## src/rtl/writeback_stage.sv

```systemverilog
// Writeback stage: commits memory-stage results to the register file and serialises
// ecalls through a req/done handshake. Optional WB_INSTRET_EN adds a retired-instruction counter.
module writeback_stage #(
    parameter int         XLEN          = 64,
    parameter int         PCW           = 32,
    parameter logic [4:0] ECALL_RET_REG = 5'd10
) (
    input  logic            clk,
    input  logic            rst,
    input  logic            in_valid,
    input  logic [XLEN-1:0] in_data,
    input  logic [XLEN-1:0] in_alu_result,
    input  logic            in_ld_or_alu,
    input  logic [4:0]      in_reg_dest,
    input  logic [PCW-1:0]  in_pc,
    input  logic            in_is_ecall,
    input  logic            in_flush,
    output logic            wb_busy,
    output logic            rf_wr_en,
    output logic [4:0]      rf_wr_addr,
    output logic [XLEN-1:0] rf_wr_data,
    output logic            sb_clr_en,
    output logic            ecall_req,
    output logic [PCW-1:0]  ecall_pc,
    input  logic            ecall_done,
    input  logic [XLEN-1:0] ecall_ret,
    output logic            retire_valid,
    output logic [PCW-1:0]  last_pc,
    output logic [63:0]     instret
);

    typedef enum logic [1:0] {
        IDLE       = 2'd0,
        ECALL_WAIT = 2'd1,
        ECALL_WB   = 2'd2
    } state_t;

    state_t state;
    logic   accept;

    assign wb_busy = (state != IDLE);
    assign accept  = in_valid && !wb_busy;

    // NOTE: every register here uses non-blocking assignment so all updates see pre-edge values.
    always_ff @(posedge clk or negedge rst) begin
        if (!rst) begin
            // NOTE: asynchronous reset clears every output register, abandoning any pending ecall.
            state        <= IDLE;
            rf_wr_en     <= 1'b0;
            rf_wr_addr   <= '0;
            rf_wr_data   <= '0;
            sb_clr_en    <= 1'b0;
            ecall_req    <= 1'b0;
            ecall_pc     <= '0;
            retire_valid <= 1'b0;
            last_pc      <= '0;
        end else begin
            // NOTE: strobes default low each cycle so they can only ever be single-cycle pulses.
            rf_wr_en     <= 1'b0;
            sb_clr_en    <= 1'b0;
            retire_valid <= 1'b0;
            unique case (state)
                IDLE: begin
                    if (accept && !in_flush) begin
                        if (in_is_ecall) begin
                            state     <= ECALL_WAIT;
                            ecall_req <= 1'b1;
                            ecall_pc  <= in_pc;
                        end else begin
                            retire_valid <= 1'b1;
                            last_pc      <= in_pc;
                            if (in_reg_dest != 5'd0) begin
                                rf_wr_en   <= 1'b1;
                                sb_clr_en  <= 1'b1;
                                rf_wr_addr <= in_reg_dest;
                                rf_wr_data <= in_ld_or_alu ? in_data : in_alu_result;
                            end
                        end
                    end
                end
                ECALL_WAIT: begin
                    // Return value is captured on the done edge; the write pulse spans ECALL_WB.
                    if (ecall_done) begin
                        state        <= ECALL_WB;
                        ecall_req    <= 1'b0;
                        rf_wr_en     <= 1'b1;
                        sb_clr_en    <= 1'b1;
                        rf_wr_addr   <= ECALL_RET_REG;
                        rf_wr_data   <= ecall_ret;
                        retire_valid <= 1'b1;
                        last_pc      <= ecall_pc;
                    end
                end
                ECALL_WB: begin
                    state <= IDLE;
                end
                default: begin
                    state <= IDLE;
                end
            endcase
        end
    end

`ifdef WB_INSTRET_EN
    // Counts each retire pulse one edge after it is visible; wraps naturally at 2^64.
    always_ff @(posedge clk or negedge rst) begin
        if (!rst) begin
            instret <= '0;
        end else if (retire_valid) begin
            instret <= instret + 64'd1;
        end
    end
`else
    assign instret = '0;
`endif

endmodule

```

## config.mk

```make
export PLATFORM = sky130hd
export DESIGN_NAME = writeback_stage
export DESIGN_NICKNAME = d
export VERILOG_FILES = /design/src/rtl/writeback_stage.sv
export SDC_FILE = /design/constraint.sdc
export NUM_CORES = 1
export LEC_CHECK = 0
export BUFFER_PORTS_ARGS = -buffer_cell sky130_fd_sc_hd__buf_2
export CORE_AREA = 2 2 169 171
export DETAILED_ROUTE_END_ITERATION = 8
export DIE_AREA = 0 0 171 173
export PLACE_DENSITY = 0.63
export SYNTH_ARGS = -nofsm -noshare
export SYNTH_HDL_FRONTEND = slang
export SYNTH_SLANG_ARGS = --single-unit
```

## constraint.sdc

```tcl
create_clock -name clk -period 1.9 [get_ports clk]
set_input_delay 0.095 -clock clk [delete_from_list [all_inputs] [get_ports clk]]
set_output_delay 0.095 -clock clk [all_outputs]
set_load 0.02 [all_outputs]
```

==> impl_results.md <==
* Outcome: finished, violations left
* Failing checks: setup timing
* Row count at 61
* Total CTS buffers at 17
* Slew Limit Fails at 0
* DRT antenna net count at 0
* P_sw at 4.778 mW
* Critical path class: reg -> reg
* Max frequency at 486.2 MHz
* Drt pass-1 iters at 4
* Cell variety after synth at 28
* Final hold viol count at 0
* Most frequent cells in the layout: buf_2 (371), dfrtp_1 (138), nand2_1 (134)
* Syn avg cell area at 10.32 sq um
* Reg-to-Reg Start: state[0]
* Pleak at 5.473 nW
* R2r worst-path depth at 6
* Busiest grt layer: met2
* PortBufs at 373
* Largest net degree at the start of global routing at 51
* Clk_skew at 0.01151 ns
* Sequential fraction of the synthesis area at 47.83%
* Final worst path period share at 108.2%
* CP max stage cell: or4b_4
* Final worst slack at -0.1567 ns
* GRT Resource Usage Total at 15.18%
* First-pass GRT wire length at between 30000 and 40000 um
* Area Growth Syn to Fin at 51.88%
* H-tree Lvls at 4
* Final core utilization at 39.69%
* RSZ-0062 raised after global routing: true
* Post-synthesis cell area at 0.007221 sq mm
* Share of layout cells above drive strength 1 at 46.25%
* Worst-Skew Late Latency at ~0.42 ns
* Placement Setup Slack at -0.2619 ns
* Largest stage delay on the critical path at between 0.4 and 0.5 ns
* FF-to-FF setup slack at -0.16 ns
* Crit start category: register
* Clock buffer depth at 2
* Pwr Density at around 1200 mW/mm^2
* Max Cap Viol at 0
* Antenna cell count at 0
* Reg clk slew, reported paths at ~0.07 ns
* GRT Residual Overflow at 0
* Worst-margin pin slew at 0.5055 ns
* Minimum clock period at 2.057 ns
* Cell count after synthesis at 700
* Initial DRC Count at 174
* Core ar. at 0.02763 sq mm
* Min-Delay Endpoint: rf_wr_data[13]
* Gp weighted congestion at 0.7878
* WHS Path Cells at 4
* Met3 usage at 4.349%
* #FFs+latches synth at about 140
* Non-Filler Instances at 1524
* Sw Share at 36.97%
* Ys Warns at 0
* CTS tree: yes
* Die width at between 150 and 200 um
* Count of final setup violators at 66
* Vias in the first global route at 6382
* Final wirelength at 23600 um
* Post-placement cell area at roughly 0.0096 sq mm
* Design Area, Final at about 0.011 sq mm
* Combinational Power Share at between 30 and 40%
* IO Count at 438
* Leading cell type in the layout, fill and taps excluded: buf_2
* Class of the worst hold path: in -> reg
* Internal power at 8.147 mW
* Req. time, crit path at 2.19 ns
* CP max FO at 12
* Die area at about 0.030 sq mm
* Hold Crit Start: ecall_ret[13]
* CP cell instances: or4b_4 > a21oi_4 > a21boi_4 > buf_12 > buf_4 > mux2_1
* Final net count at ~1400
* Reg power frac at 34.5%
* M1 GR Usage at 18.14%
* Worst r2r dst: rf_wr_data[63]
* Placed Cells at 1437
* Critical path capture point type: register
* CP arrival at 2.34 ns
* Met2 Use GR at 26.55%
* FILL cells at 2751
* Die Height at ~170 um
* Drt wl/cell at 15.48 um
* Relative max-transition margin at 66.30%
* Via count at 6517
* CTS root buf: clkbuf_16
* DR vias/cell at 4.276
* Hpwl dp at 17120 um
* # DRC at 0
* # clock sinks at 138
* Initial antenna violation count at 1
* Initial Util at 26.13%
* Peak VDD IR at about 0.00058 V
* Clock network fraction of total power at 28.4%
## how the worst max path moves through the flow
stage | start | end
finish | state[0] | rf_wr_data[63]
floorplan | state[0] | rf_wr_data[0]
global placement | state[0] | rf_wr_addr[1]
global route | state[0] | rf_wr_data[63]
detailed placement | state[0] | rf_wr_addr[3]
CTS | state[0] | rf_wr_data[9]
## cell families after synthesis
family	count (synthesis)	synth area share, %
AO/OA/AOI/OAI	108	8.508
buffers and inverters	115	10.05
flip-flops	138	47.83
multiplexers	160	23.84
other	1	0.05193
AND/OR/NAND/NOR	178	9.721
## sequential cells by signal, summed over array words and instances, names as in the netlist
signal	cells
last_pc	32
rf_wr_data	64
rf_wr_addr	5
ecall_pc	32
state	2
ecall_req	1
retire_valid	1
sb_clr_en	1
## stage by stage
stage               hold WS (ns)  total power [mW]  setup TNS [ns]
finish                   0.02257             12.93          -7.905
global placement         0.08598             8.850          -8.198
CTS                    0.0007298             12.92          -9.460
floorplan                -0.2006             7.075          -7.422
global route             0.02723             13.62          -13.67
detailed placement       0.08995             8.929          -11.01
## Yosys cell counts
library cell	number	area [sq um]
buf_6	6	67.56
a21oi_2	1	8.760
a211oi_1	2	15.01
inv_1	3	11.26
or2_2	1	6.260
nor2_1	33	123.9
nor3b_1	1	7.510
nor4b_1	2	17.52
a21boi_2	1	11.26
mux2_2	44	495.5
nand2b_1	1	6.260
conb_1	1	3.750
a22oi_1	3	22.52
buf_1	6	22.52
clkbuf_1	31	116.4
mux2i_1	64	640.6
buf_2	4	20.02
nor3_1	3	15.01
nor2b_1	1	6.260
nand2_1	134	503.0
or4b_1	1	10.01
and2_1	1	6.260
o2bb2ai_1	3	26.28
dfrtp_1	138	3453
buf_4	65	488.0
o21ai_0	66	330.3
a31oi_1	32	200.2
mux2_1	52	585.6
## area by class of cell
cell class | count | area [sq um] | area share (%)
clock inverter | 14 | 209.0 | 1.905
inverter | 3 | 11.26 | 0.1027
multi-input combinational | 510 | 3456 | 31.51
timing repair buffer | 463 | 2935 | 26.77
clock buffer | 18 | 429.2 | 3.913
sequential | 138 | 3453 | 31.49
tap | 378 | 473.0 | 4.313
## power by group through the flow
stage	Combinational, mW	Clock (mW)	Sequential [mW]
after CTS	4.68	3.79	4.45
after floorplan	1.45	0	5.63
after detailed placement	4.45	0	4.48
after global routing	5.13	3.91	4.58
final	4.79	3.68	4.46
after global placement	4.40	0	4.45
## routing by layer
metal	vias up	share of wire [%]
li1	3144	-
met1	3082	41
met2	268	50
met3	21	7.9
met4	2	1.2
met5	-	0.055
## critical path, delay by kind of cell (launching register included)
kind / cells / cell delay, ns
muxes: 1 / 0.32
AOI/OAI and AO/OA: 2 / 0.40
DFF: 1 / 0.38
buffers and inverters: 2 / 0.33
and+or+nand+nor: 1 / 0.49
## timing repair
action                                  4_1_cts  5_1_grt
hold buffers                                 44        0
buffers inserted                              1        8
gates resized for setup                      19       27
hold endpoints to repair                    121        0
gates cloned                                  2        1
endpoints found under the setup margin       80       73
pin swaps                                     0        4
No activity file was read; power rests on OpenSTA's default activity.
